File: config.mk
export PLATFORM = sky130hd
export DESIGN_NAME = ram_read_arbiter
export DESIGN_NICKNAME = d
export VERILOG_FILES = /design/src/rtl/fpga_template_pkg.sv /design/src/rtl/rr_arbiter.sv /design/src/rtl/ram_read_arbiter.sv
export SDC_FILE = /design/constraint.sdc
export NUM_CORES = 1
export LEC_CHECK = 0
export BUFFER_PORTS_ARGS = -buffer_cell sky130_fd_sc_hd__buf_2
export CORE_MARGIN = 10
export CORE_UTILIZATION = 47
export DETAILED_ROUTE_END_ITERATION = 8
export PLACE_DENSITY = 0.82
export SLEW_MARGIN = 0
export SYNTH_ARGS = -nofsm -noshare
export SYNTH_HDL_FRONTEND = slang
export SYNTH_SLANG_ARGS = --single-unit
export TNS_END_PERCENT = 1
File: constraint.sdc
create_clock -name clk_i -period 5.32 [get_ports clk_i]
set_clock_uncertainty 0.1 [all_clocks]
set_input_delay 0.798 -clock clk_i [delete_from_list [all_inputs] [get_ports clk_i]]
set_output_delay 0.798 -clock clk_i [all_outputs]
set_load 0.05 [all_outputs]
File: src/rtl/fpga_template_pkg.sv
// Types and sizes shared by the ping-pong RAM (ram_logic) and its read-port arbiter.
package fpga_template_pkg;

   localparam int unsigned RAM_BUF_DEPTH = 256;
   localparam int unsigned RAM_WORD_W    = 36;

   typedef enum logic [1:0] {
      StIdle,
      StAnnounce,
      StStream,
      StDrain
   } arb_state_e;

endpackage

File: src/rtl/rr_arbiter.sv
// Combinational round-robin pick: the first requester after last_i wins, one-hot encoded.
module rr_arbiter #(
   parameter int unsigned NUM_REQ = 2,
   parameter int unsigned IDX_W   = $clog2(NUM_REQ)
) (
   input  logic [NUM_REQ-1:0] req_i,
   input  logic [IDX_W-1:0]   last_i,
   output logic [NUM_REQ-1:0] gnt_o,
   output logic [IDX_W-1:0]   gnt_idx_o,
   output logic               valid_o
);

   logic [IDX_W-1:0] idx;

   always_comb begin
      gnt_o     = '0;
      gnt_idx_o = '0;
      valid_o   = 1'b0;
      idx       = '0;
      // Offsets 1..NUM_REQ so the previous winner is checked last.
      for (int unsigned k = 1; k <= NUM_REQ; k++) begin
         idx = IDX_W'((32'(last_i) + k) % NUM_REQ);
         if (!valid_o && req_i[idx]) begin
            valid_o    = 1'b1;
            gnt_o[idx] = 1'b1;
            gnt_idx_o  = idx;
         end
      end
   end

endmodule

File: src/rtl/ram_read_arbiter.sv
// Grants whole RAM buffers to NUM_REQ consumers round-robin; unclaimed buffers are drained.
module ram_read_arbiter
   import fpga_template_pkg::*;
#(
   parameter int unsigned NUM_REQ   = 2,
   parameter int unsigned DATA_W    = RAM_WORD_W,
   parameter int unsigned BUF_DEPTH = RAM_BUF_DEPTH
) (
   input  logic               clk_i,
   input  logic               rst_ni,
   input  logic [DATA_W-1:0]  ram_read_data_i,
   input  logic               ram_read_valid_i,
   output logic               ram_read_ready_o,
   input  logic               ram_buffer_ready_i,
   input  logic [NUM_REQ-1:0] req_i,
   output logic [NUM_REQ-1:0] buffer_ready_o,
   output logic [DATA_W-1:0]  read_data_o,
   output logic [NUM_REQ-1:0] read_valid_o,
   input  logic [NUM_REQ-1:0] read_ready_i,
   output logic [NUM_REQ-1:0] grant_o,
   output logic               busy_o,
   output logic [7:0]         drop_count_o
);

   localparam int unsigned IDX_W = $clog2(NUM_REQ);
   localparam int unsigned CNT_W = $clog2(BUF_DEPTH) + 1;

   arb_state_e         state_q, state_d;
   logic               pending_q, pending_d;
   logic [CNT_W-1:0]   cnt_q, cnt_d;
   logic [NUM_REQ-1:0] grant_q, grant_d;
   logic [IDX_W-1:0]   last_q, last_d;
   logic [7:0]         drop_q, drop_d;

   logic [NUM_REQ-1:0] rr_gnt;
   logic [IDX_W-1:0]   rr_idx;
   logic               rr_valid;
   logic               xfer, last_word, arbitrate;

   rr_arbiter #(
      .NUM_REQ (NUM_REQ),
      .IDX_W   (IDX_W)
   ) u_rr (
      .req_i     (req_i),
      .last_i    (last_q),
      .gnt_o     (rr_gnt),
      .gnt_idx_o (rr_idx),
      .valid_o   (rr_valid)
   );

   assign read_data_o  = ram_read_data_i;
   assign grant_o      = grant_q;
   assign busy_o       = (state_q != StIdle);
   assign drop_count_o = drop_q;

   // Port routing follows the registered grant; ANNOUNCE already streams.
   always_comb begin
      ram_read_ready_o = 1'b0;
      read_valid_o     = '0;
      buffer_ready_o   = '0;
      case (state_q)
         StAnnounce: begin
            buffer_ready_o   = grant_q;
            ram_read_ready_o = |(read_ready_i & grant_q);
            read_valid_o     = grant_q & {NUM_REQ{ram_read_valid_i}};
         end
         StStream: begin
            ram_read_ready_o = |(read_ready_i & grant_q);
            read_valid_o     = grant_q & {NUM_REQ{ram_read_valid_i}};
         end
         StDrain:  ram_read_ready_o = 1'b1;
         default:  ;
      endcase
   end

   assign xfer      = ram_read_valid_i & ram_read_ready_o;
   assign last_word = xfer && (cnt_q == CNT_W'(BUF_DEPTH - 1));

   always_comb begin
      state_d   = state_q;
      pending_d = pending_q;
      cnt_d     = cnt_q;
      grant_d   = grant_q;
      last_d    = last_q;
      drop_d    = drop_q;
      arbitrate = 1'b0;

      if (ram_buffer_ready_i && pending_q && drop_q != 8'hFF) drop_d = drop_q + 8'd1;
      if (ram_buffer_ready_i) pending_d = 1'b1;

      if (state_q == StIdle) begin
         arbitrate = pending_q | ram_buffer_ready_i;
      end else begin
         if (state_q == StAnnounce) state_d = StStream;
         if (xfer) cnt_d = cnt_q + CNT_W'(1);
         if (last_word) begin
            cnt_d     = '0;
            arbitrate = pending_q | ram_buffer_ready_i;
            if (!arbitrate) begin
               state_d = StIdle;
               grant_d = '0;
            end
         end
      end

      if (arbitrate) begin
         pending_d = 1'b0;
         if (rr_valid) begin
            state_d = StAnnounce;
            grant_d = rr_gnt;
            last_d  = rr_idx;
         end else begin
            state_d = StDrain;
            grant_d = '0;
         end
      end
   end

   always_ff @(posedge clk_i or negedge rst_ni) begin
      if (!rst_ni) begin
         state_q   <= StIdle;
         pending_q <= 1'b0;
         cnt_q     <= '0;
         grant_q   <= '0;
         last_q    <= IDX_W'(NUM_REQ - 1);
         drop_q    <= '0;
      end else begin
         state_q   <= state_d;
         pending_q <= pending_d;
         cnt_q     <= cnt_d;
         grant_q   <= grant_d;
         last_q    <= last_d;
         drop_q    <= drop_d;
      end
   end

endmodule

---- Word-level counts from Yosys, hierarchy flattened ----
Cells that the tools add are included.
storage, ports and cells
  output and inout bits ................... 52
  bits in registers ....................... 23
  input bits .............................. 44
  logic and storage cells ................. 78
operators by class
  bitwise logic cells ..................... 6
  reduce and logical (&&, ||, !) cells .... 17
  equality and inequality tests ........... 7
  mux-type cells .......................... 34
  $add $sub $neg .......................... 4
  $lt $le $gt $ge ......................... 4
operator list
  operator                                                    number
  two-way mux 2 bit                                           15
  two-way mux 9 bit                                           2
  two-way mux 1 bit                                           14
  adder 9 x 1 -> 9 bit, second input constant                 1
  equality test 9 x 8 -> 1 bit, second input constant         1
  adder 8 x 1 -> 8 bit, second input constant                 1
  inequality test 8 bit, second input constant                1
  nonzero test 2 bit                                          4
  logical AND 1 bit                                           6
  bitwise AND 2 bit                                           2
  equality test 2 bit, second input constant                  2
  less-than comparator 1 x 2 -> 1 bit, second input constant  2
  inequality test 2 bit, second input constant                2
  AND reduction 2 bit                                         2
  OR reduction 2 bit                                          2
  AND reduction 3 bit                                         1
  adder 1 bit, second input constant                          2
  demux 1 bit (select 1 bit)                                  2
  equality test 2 x 1 -> 1 bit, second input constant         1
  greater-or-equal comparator 1 bit, second input constant    2
  logical NOT 2 bit                                           1
  OR 2 bit                                                    1
  case mux 1 bit (2 select lines)                             1
  bitwise AND 1 bit                                           1
  3 further kinds                                             3

---- Longest topological paths before layout ----
Gate-level depths: netlist (run 1).
  depth in word-level cells ............... 10
  gate-level depth with buffers ........... 7
  mapped depth without buffers ............ 6

---- By module ----
From an unflattened synthesis (run 1), not the netlist that was laid out.
unflattened totals
  cell total of the unflattened synthesis .. 176
  area total of the unflattened synthesis .. 1602.8 um2
by module, submodules not included
  module            area each (um2)  times used  cells an instance
  ram_read_arbiter  1570.3           1           171
  rr_arbiter        32.5             1           5

---- Worst setup path before layout (run 1) ----
No wires, ideal clock.
  path type ............................... register to output
  start point ............................. reg state_q[0]
  end point ............................... out ram_read_ready_o
  cell stages (with the launch flop) ...... 4
  slack ................................... 2.614 ns
  data arrival time ....................... 1.808 ns
  buffers on the path ..................... 0
  path through ............................ dfrtp_1 -> inv_1 -> ha_1 -> o21ai_0
on the way
  cells in the longest elaborated chain, start to end .. 3
  elaborated cells on any way between the ends .. 5
  those cells by class .................... eq/ne: 3; mux: 1; reduce/logical: 1
RTL lines
  what                                                                 line                     RTL
  from (decl)                                                          ram_read_arbiter.sv:28   arb_state_e state_q, state_d;
  from (signal assigned)                                               ram_read_arbiter.sv:121  state_q <= StIdle;
  from (signal assigned)                                               ram_read_arbiter.sv:128  state_q <= state_d;
  equality test 2 x 1 -> 1 bit or equality test 2 bit (tied branches)  ram_read_arbiter.sv:61   case (state_q)
  OR reduction 2 bit (no source line)                                  n/a
  case mux 1 bit (2 select lines) (*)                                  ram_read_arbiter.sv:61
  to (decl)                                                            ram_read_arbiter.sv:13   output logic ram_read_ready_o,
Mark *: on every way between the ends. The rest lies on a longest branch, timed or not.

---- Worst setup path after layout (run 1) ----
Ends and elaborated chain as after synthesis.

==> results.sh, run 1 <==
export IMPL_post_cts_setup_buffers=0
export IMPL_final_common_cell="buf_2"
export IMPL_postRouteAntennaNets=0
export IMPL_rows=21
export IMPL_final_cell_mix="23 x buf_2, 22 x dfrtp_1, 11 x nand2_1, 9 x nor2_1"
export IMPL_dp_final_hpwl_um=2168
export IMPL_htreeDepth=1
export IMPL_grt_overflow=0
export IMPL_first_pass_iters=4
export IMPL_cts_root_buffer="clkbuf_4"
export IMPL_initial_utilization_pct=48.11
export IMPL_area_delta_synth_final_pct=-5.263
export IMPL_seq_area_frac_synth_pct=36.21
export IMPL_leakagePower_nw=0.7026
export IMPL_final_nets=208
export IMPL_whs_ps=347.7
export IMPL_maxCapViolCount=0
export IMPL_yosysWarnings=0
export IMPL_die_h_um=78.22
export IMPL_drive_gt1_share_pct=24.36
export IMPL_ys_seq_elements=23
export IMPL_period_needed_ps=2631
export IMPL_status="completed"
export IMPL_numCtsBuffers=3
export IMPL_final_hold_viol_count=0
export IMPL_syn_inst=168
export IMPL_fin_area_um2=1509
export IMPL_fin_util_pct=45.58
export IMPL_coreArea_um2=3311
export IMPL_fmax_ghz=0.3801
export IMPL_multi_input_area_um2=714.4
export IMPL_required_ps=4420
export IMPL_grt_pass1_wl_um=4788
export IMPL_crit_path_max_incr_delay_ps=420
export IMPL_path_cells="inv_1 > ha_1 > and2b_4 > nand2_1 > o21ai_0 > buf_2"
export IMPL_hp_class="primary input to asynchronous set/reset pin"
export IMPL_drtIter0Drc=29
export IMPL_crit_path_top_delay_cell="dfrtp_1"
export IMPL_end_kind="primary output"
export IMPL_synth_cell_type_count=45
export IMPL_timing_final_ws_setup_ps=2689
export IMPL_place_gp_congestion=0.8037
export IMPL_max_slew_margin_pct=66.25
export IMPL_pin_count=96
export IMPL_critPathBufInv=2
export IMPL_worst_path_max_fanout=6
export IMPL_power_density_nw_per_um2=358.8
export IMPL_cts_tree="yes"
export IMPL_antenna_found_initial=0
export IMPL_crit_family="flip-flops"
export IMPL_remaining_drc_errors=0
export IMPL_setup_viol=0
export IMPL_yosys_top_cells_area="dfrtp_1 35%, buf_4 17%, ha_1 5.5%"
export IMPL_holdBufCountCts=0
export IMPL_regArea_um2=576.8
export IMPL_yosysTopAreaCell="dfrtp_1"
export IMPL_worst_slew_pin_slew_ps=506.2
export IMPL_start_kind="flop"
export IMPL_nFillCells=334
export IMPL_critical_path_arrival_ps=1730
export IMPL_clock_latency_ps=300
export IMPL_wl_per_cell_um=13.74
export IMPL_max_clock_path_buffers=2
export IMPL_cts_resized=0
export IMPL_port_buffers=23
export IMPL_grt_max_degree=24
export IMPL_grt_setup_unrepaired="false"
export IMPL_final_period_utilization_pct=49.45
export IMPL_dp_slack_ps=2933
export IMPL_routed_via_density=5.406
export IMPL_grt_usage_pct=9.313
export IMPL_grt_pass1_vias=1096
export IMPL_route_vias_total=1092
export IMPL_place_area_um2=1483
export IMPL_clkSinkCount=23
export IMPL_clk_pin_slew_worst_paths_ps=120
export IMPL_antennaDiodeCount=0
export IMPL_synth_area_um2=1593
export IMPL_worstSetupPathType="flop to primary output"
export IMPL_finalMaxSlewViolations=0
export IMPL_syn_nets=219
export IMPL_finalSetupTns_ps=0
export IMPL_synth_top_area_share_pct=34.56
export IMPL_die_area_um2=6118
export IMPL_drt_total_wl_um=2776
export IMPL_die_w_um=78.22
export IMPL_avgSynthCellArea_um2=9.481
export IMPL_peakVddDrop_mv=0.3344
[kinds of logic after synthesis]
kind of cell	Yosys count	synth area share (%)
adders and majority gates	7	5.499
DFF	23	36.21
xor gates and xnor gates	10	5.499
AOI/OAI and AO/OA	27	12.81
muxes	1	0.7069
buffers and inverters	44	18.93
and+or+nand+nor	56	20.35
[registers in the layout, summed over array words and instances (netlist names)]
signal,count
cnt_q,9
drop_count_o,8
grant_o,2
state_q,2
last_q,1
pending_q,1
[Yosys cell counts]
library cell / n
buf_4: 36
dfrtp_1: 22
nand2_1: 11
nor2_1: 9
ha_1: 7
xnor2_1: 7
nand4_1: 6
inv_1: 5
a21oi_1: 4
and3_1: 4
and4_1: 4
nand3_1: 4
o21ai_0: 4
a31oi_1: 3
nor3_1: 3
xor2_1: 3
a21o_2: 2
and2_1: 2
clkbuf_1: 2
nand4b_1: 2
nor2b_1: 2
nor4bb_1: 2
or2_2: 2
a21boi_0: 1
a21o_1: 1
a22o_1: 1
a22oi_1: 1
a32o_1: 1
a32o_2: 1
a41o_1: 1
a41oi_1: 1
a41oi_2: 1
and2_2: 1
and2b_4: 1
and3_2: 1
and4_2: 1
clkbuf_2: 1
dfstp_2: 1
mux2_2: 1
o211ai_1: 1
o21a_1: 1
o221ai_1: 1
o31ai_1: 1
o41ai_1: 1
or3_1: 1
[report_power, final]
| group | switching [mW] | total, mW | internal, mW | leakage (nW) |
|---|---|---|---|---|
| registers | 0.0518 | 0.266 | 0.214 | 0.283 |
| logic | 0.136 | 0.198 | 0.0615 | 0.405 |
| clock network | 0.0486 | 0.0778 | 0.0292 | 0.0150 |
| total | 0.237 | 0.541 | 0.305 | 0.703 |
[layer usage]
metal	vias up	track usage [%]	wire length (um)
met5	-	0	0
met4	0	5.735	24
met3	2	3.075	156
met2	25	15.05	1373
met1	530	10.40	1221
li1	535	-	-
[final timing paths]
check / start / end / slack, ps / cells past startpoint
worst min-delay path: rst_ni / cnt_q[1] / 350 / 1
max in group asynchronous: rst_ni / last_q / 4420 / 1
worst min register to register: drop_count_o[5] / drop_count_o[5] / 400 / 1
worst max-delay path: state_q[0] / ram_read_ready_o / 2690 / 6
worst max register to register: state_q[1] / grant_o[0] / 3220 / 6
min in group clk_i: drop_count_o[5] / drop_count_o[5] / 400 / 1
[stage by stage]
stage / instances / power, mW
2_1_floorplan: 168 / 0.4908
3_3_place_gp: 198 / 0.4666
3_5_place_dp: 198 / 0.4701
4_1_cts: 202 / 0.5499
5_1_grt: 202 / 0.5739
6_report: 202 / 0.5415
[cell type report]
| class | count | area share [%] |
|---|---|---|
| inverter | 5 | 1.244 |
| clock buffer | 4 | 1.741 |
| timing repair buffer | 23 | 7.628 |
| sequential | 23 | 38.23 |
| tap | 46 | 3.814 |
| multi-input combinational | 101 | 47.35 |
(Power assumes the default switching activity.)
==> inputs of run 2 (changes only) <==
--- a/config.mk
+++ b/config.mk
@@ -7,9 +7,9 @@
 export LEC_CHECK = 0
 export BUFFER_PORTS_ARGS = -buffer_cell sky130_fd_sc_hd__buf_2
 export CORE_MARGIN = 10
-export CORE_UTILIZATION = 47
+export CORE_UTILIZATION = 39
 export DETAILED_ROUTE_END_ITERATION = 8
-export PLACE_DENSITY = 0.82
+export PLACE_DENSITY = 0.72
 export SLEW_MARGIN = 0
 export SYNTH_ARGS = -nofsm -noshare
 export SYNTH_HDL_FRONTEND = slang
==> constraint.sdc (replaced) <==
create_clock -name clk_i -period 2.4 [get_ports clk_i]
set_clock_uncertainty 0.1 [all_clocks]
set_input_delay 0.36 -clock clk_i [delete_from_list [all_inputs] [get_ports clk_i]]
set_output_delay 0.36 -clock clk_i [all_outputs]
set_load 0.05 [all_outputs]
==> results.sh, run 2 (synthesis results as in run 1) <==
export IMPL_status="completed"
export IMPL_worstSetupPathType="flop to primary output"
export IMPL_htreeDepth=1
export IMPL_pin_count=96
export IMPL_postRouteAntennaNets=0
export IMPL_area_delta_synth_final_pct=-1.964
export IMPL_clk_pin_slew_worst_paths_ps=80
export IMPL_critical_path_arrival_ps=1710
export IMPL_coreArea_um2=3971
export IMPL_final_period_utilization_pct=90.61
export IMPL_largest_reg_flops=9
export IMPL_leakagePower_nw=0.7244
export IMPL_wl_per_cell_um=14.19
export IMPL_required_ps=1940
export IMPL_die_w_um=83.91
export IMPL_max_slew_margin_pct=66.50
export IMPL_die_h_um=83.91
export IMPL_final_cells=209
export IMPL_whs_path_depth=3
export IMPL_fmax_ghz=0.4599
export IMPL_post_cts_setup_buffers=0
export IMPL_antennaDiodeCount=0
export IMPL_dp_final_hpwl_um=2304
export IMPL_start_kind="flop"
export IMPL_drtIter0Drc=38
export IMPL_final_common_cell="buf_2"
export IMPL_grt_overflow=0
export IMPL_initial_utilization_pct=40.11
export IMPL_clock_latency_ps=270
export IMPL_numCtsBuffers=3
export IMPL_final_hold_viol_count=0
export IMPL_worst_path_max_fanout=6
export IMPL_grt_pass1_vias=1047
export IMPL_grt_usage_pct=8.304
export IMPL_final_cell_mix="23 x buf_2, 22 x dfrtp_1, 11 x nand2_1, 9 x nor2_1"
export IMPL_maxCapViolCount=0
export IMPL_peakVddDrop_mv=0.5903
export IMPL_hp_class="primary input to flop"
export IMPL_cts_tree="yes"
export IMPL_fin_area_um2=1562
export IMPL_drt_total_wl_um=2966
export IMPL_nFillCells=384
export IMPL_grt_pass1_wl_um=4947
export IMPL_port_buffers=23
export IMPL_rows=23
export IMPL_timing_final_ws_setup_ps=225.5
export IMPL_cts_resized=0
export IMPL_die_area_um2=7040
export IMPL_period_needed_ps=2175
export IMPL_finalSetupTns_ps=0
export IMPL_grt_setup_unrepaired="false"
export IMPL_r2r_cells=6
export IMPL_antenna_found_initial=0
export IMPL_setup_viol=0
export IMPL_multi_input_area_um2=714.4
export IMPL_routed_via_density=5.144
export IMPL_place_area_um2=1503
export IMPL_final_nets=211
export IMPL_top_register="cnt_q"
export IMPL_cts_root_buffer="clkbuf_8"
export IMPL_route_vias_total=1075
export IMPL_place_gp_congestion=0.8032
export IMPL_dp_slack_ps=326.0
export IMPL_whs_ps=275.2
export IMPL_holdBufCountCts=1
export IMPL_max_clock_path_buffers=2
export IMPL_finalMaxSlewViolations=0
export IMPL_clkSinkCount=23
export IMPL_grt_max_degree=24
export IMPL_first_pass_iters=4
export IMPL_remaining_drc_errors=0
export IMPL_regArea_um2=576.8
export IMPL_end_kind="primary output"
export IMPL_dp_cells=204
export IMPL_drive_gt1_share_pct=25.79
export IMPL_worst_slew_pin_slew_ps=502.5
export IMPL_power_density_nw_per_um2=825.9
==> run 2: cell type report <==
cell class / instances / area share [%]
Sequential cell: 23 / 36.94
Tap cell: 50 / 4.006
Clock buffer: 3 / 2.644
Inverter: 5 / 1.202
Timing Repair Buffer: 26 / 8.974
Clock inverter: 1 / 0.4808
Multi-Input combinational cell: 101 / 45.75
==> run 2: critical path, cell delays in order (launching register included) <==
cell     delay (ps)
dfrtp_1         410
inv_1            90
ha_1            270
and2b_4         270
nand2_1          40
o21ai_0          70
buf_2           290
==> run 2: stage by stage <==
stage          util [%]  power (mW)
2_1_floorplan         -       1.088
3_3_place_gp      37.84       1.041
3_5_place_dp      37.84       1.053
4_1_cts           39.32       1.307
5_1_grt           39.32       1.378
6_report          39.32       1.290
==> run 2: where the power goes <==
group | internal, mW | leakage (nW) | switching [mW] | total [mW]
Clock | 0.118 | 0.0217 | 0.135 | 0.252
Combinational | 0.139 | 0.420 | 0.307 | 0.446
Sequential | 0.475 | 0.283 | 0.117 | 0.592
==> run 2: layer usage <==
layer,vias up,GRT usage [%],part of all wire (%)
met2,29,13.45,48
met3,7,3.320,7.6
met1,495,9.177,43
met5,-,0,0
met4,0,4.110,1.7
li1,544,-,-
==> run 2: worst paths after layout <==
| check | startpoint | end | slack, ps |
|---|---|---|---|
| max in group asynchronous | rst_ni | last_q | 1340 |
| worst min-delay path | req_i[1] | last_q | 280 |
| worst min register to register | drop_count_o[5] | drop_count_o[5] | 400 |
| worst max register to register | state_q[0] | grant_o[0] | 320 |
| worst max-delay path | state_q[0] | ram_read_ready_o | 230 |
| min in group asynchronous | rst_ni | cnt_q[4] | 490 |
==> inputs of run 3 (changes only) <==
--- a/config.mk
+++ b/config.mk
@@ -5,11 +5,13 @@
 export SDC_FILE = /design/constraint.sdc
 export NUM_CORES = 1
 export LEC_CHECK = 0
-export BUFFER_PORTS_ARGS = -buffer_cell sky130_fd_sc_hd__buf_2
+export BUFFER_PORTS_ARGS = -buffer_cell sky130_fd_sc_hd__clkbuf_2
+export CELL_PAD_IN_SITES_DETAIL_PLACEMENT = 1
+export CELL_PAD_IN_SITES_GLOBAL_PLACEMENT = 1
 export CORE_MARGIN = 10
-export CORE_UTILIZATION = 39
+export CORE_UTILIZATION = 28
 export DETAILED_ROUTE_END_ITERATION = 8
-export PLACE_DENSITY = 0.72
+export PLACE_DENSITY = 0.73
 export SLEW_MARGIN = 0
 export SYNTH_ARGS = -nofsm -noshare
 export SYNTH_HDL_FRONTEND = slang
==> results.sh, run 3 (synthesis results as in run 1) <==
export IMPL_status="completed"
export IMPL_grt_pass1_vias=1188
export IMPL_rr_endpoint="grant_o[0]"
export IMPL_die_h_um=95.42
export IMPL_die_w_um=95.42
export IMPL_regToRegSetupSlack_ps=280
export IMPL_initial_utilization_pct=28.93
export IMPL_period_needed_ps=2185
export IMPL_grt_overflow=0
export IMPL_grt_pass1_wl_um=5706
export IMPL_first_pass_iters=3
export IMPL_grt_usage_pct=7.638
export IMPL_wl_met3_um=163
export IMPL_htreeDepth=1
export IMPL_drive_gt1_share_pct=25.32
export IMPL_final_cells=230
export IMPL_worst_path_max_fanout=6
export IMPL_coreArea_um2=5507
export IMPL_critical_path_arrival_ps=1730
export IMPL_wl_met2_um=1687
export IMPL_routed_via_density=4.809
export IMPL_clk_pin_slew_worst_paths_ps=80
export IMPL_leakagePower_nw=0.7221
export IMPL_end_kind="primary output"
export IMPL_port_buffers=23
export IMPL_place_area_um2=1523
export IMPL_finalMaxSlewViolations=0
export IMPL_hp_class="primary input to flop"
export IMPL_top_register="cnt_q"
export IMPL_final_period_utilization_pct=91.06
export IMPL_clock_latency_ps=260
export IMPL_drt_total_wl_um=3320
export IMPL_fin_area_um2=1579
export IMPL_maxCapViolCount=0
export IMPL_area_delta_synth_final_pct=-0.8644
export IMPL_setup_viol=0
export IMPL_final_hold_viol_count=0
export IMPL_numCtsBuffers=3
export IMPL_start_kind="flop"
export IMPL_timing_final_ws_setup_ps=214.6
export IMPL_r2r_start="state_q[1]"
export IMPL_fmax_ghz=0.4576
export IMPL_remaining_drc_errors=0
export IMPL_grt_max_degree=24
export IMPL_peakVddDrop_mv=0.5265
export IMPL_max_clock_path_buffers=2
export IMPL_clkSinkCount=23
export IMPL_largest_reg_flops=9
export IMPL_r2r_cells=6
export IMPL_place_gp_congestion=0.7782
export IMPL_fin_util_pct=28.68
export IMPL_die_area_um2=9105
export IMPL_holdPathEnd="last_q"
export IMPL_drtIter0Drc=51
export IMPL_worstSetupPathType="flop to primary output"
export IMPL_antenna_found_initial=0
export IMPL_hp_start="req_i[1]"
export IMPL_route_vias_total=1106
export IMPL_final_cell_mix="23 x clkbuf_2, 22 x dfrtp_1, 11 x nand2_1, 9 x nor2_1"
export IMPL_final_common_cell="clkbuf_2"
export IMPL_grt_setup_unrepaired="false"
export IMPL_postRouteAntennaNets=0
export IMPL_wl_per_cell_um=14.43
export IMPL_power_density_nw_per_um2=812.8
export IMPL_rows=27
export IMPL_whs_path_depth=3
export IMPL_dp_slack_ps=291.9
export IMPL_final_nets=210
export IMPL_route_layer_met1_wl_um=1424
export IMPL_whs_ps=276.2
export IMPL_pin_count=96
export IMPL_max_slew_margin_pct=61.10
export IMPL_cts_tree="yes"
export IMPL_nFillCells=657
export IMPL_antennaDiodeCount=0
export IMPL_required_ps=1940
export IMPL_dr_max_layer_used="met4"
export IMPL_power_total_mw=1.283
export IMPL_dp_final_hpwl_um=2598
export IMPL_dp_cells=225
export IMPL_finalSetupTns_ps=0
export IMPL_worst_slew_pin_slew_ps=583.6
export IMPL_cts_root_buffer="clkbuf_8"
run 3: routing by layer:
| metal | up-vias | track usage [%] |
|---|---|---|
| met3 | 7 | 2.200 |
| met1 | 547 | 9.224 |
| met2 | 16 | 12.44 |
| met5 | - | 0 |
| met4 | 0 | 3.194 |
| li1 | 536 | - |
run 3: final cells by class:
type	count	area (um2)	area share (%)
inverters	5	18.77	1.189
well taps	72	90.09	5.705
clock inverters	1	5.005	0.3170
flip-flops and latches	23	576.8	36.53
clock buffers	3	41.29	2.615
multi-input cells	101	714.4	45.25
repair buffers	25	132.6	8.399
run 3: what timing repair did:
item                                   4_1_cts  5_1_grt
setup buffers                                0        0
gates resized for setup                      0        0
hold buffers                                 1        0
endpoints found under the hold margin        2        0
run 3: worst max path at each step:
stage | start | end | cells after the start
6_report | state_q[0] | ram_read_ready_o | 6
5_1_grt | state_q[0] | ram_read_ready_o | 6
4_1_cts | state_q[0] | ram_read_ready_o | 6
3_5_place_dp | state_q[1] | grant_o[0] | 6
3_3_place_gp | state_q[0] | grant_o[0] | 6
2_1_floorplan | state_q[0] | ram_read_ready_o | 3
run 3: critical path, stage by stage, from the launching register on:
cell      delay [ps]
dfrtp_1          400
inv_1             90
ha_1             280
and2b_4          270
nand2_1           40
o21ai_0           70
clkbuf_2         300
run 3: power breakdown:
part	switching [mW]	internal, mW	total (mW)	leakage (nW)
Clock	0.125	0.116	0.241	0.0255
Combinational	0.312	0.136	0.448	0.414
Sequential	0.120	0.475	0.595	0.283
Total	0.557	0.727	1.28	0.722
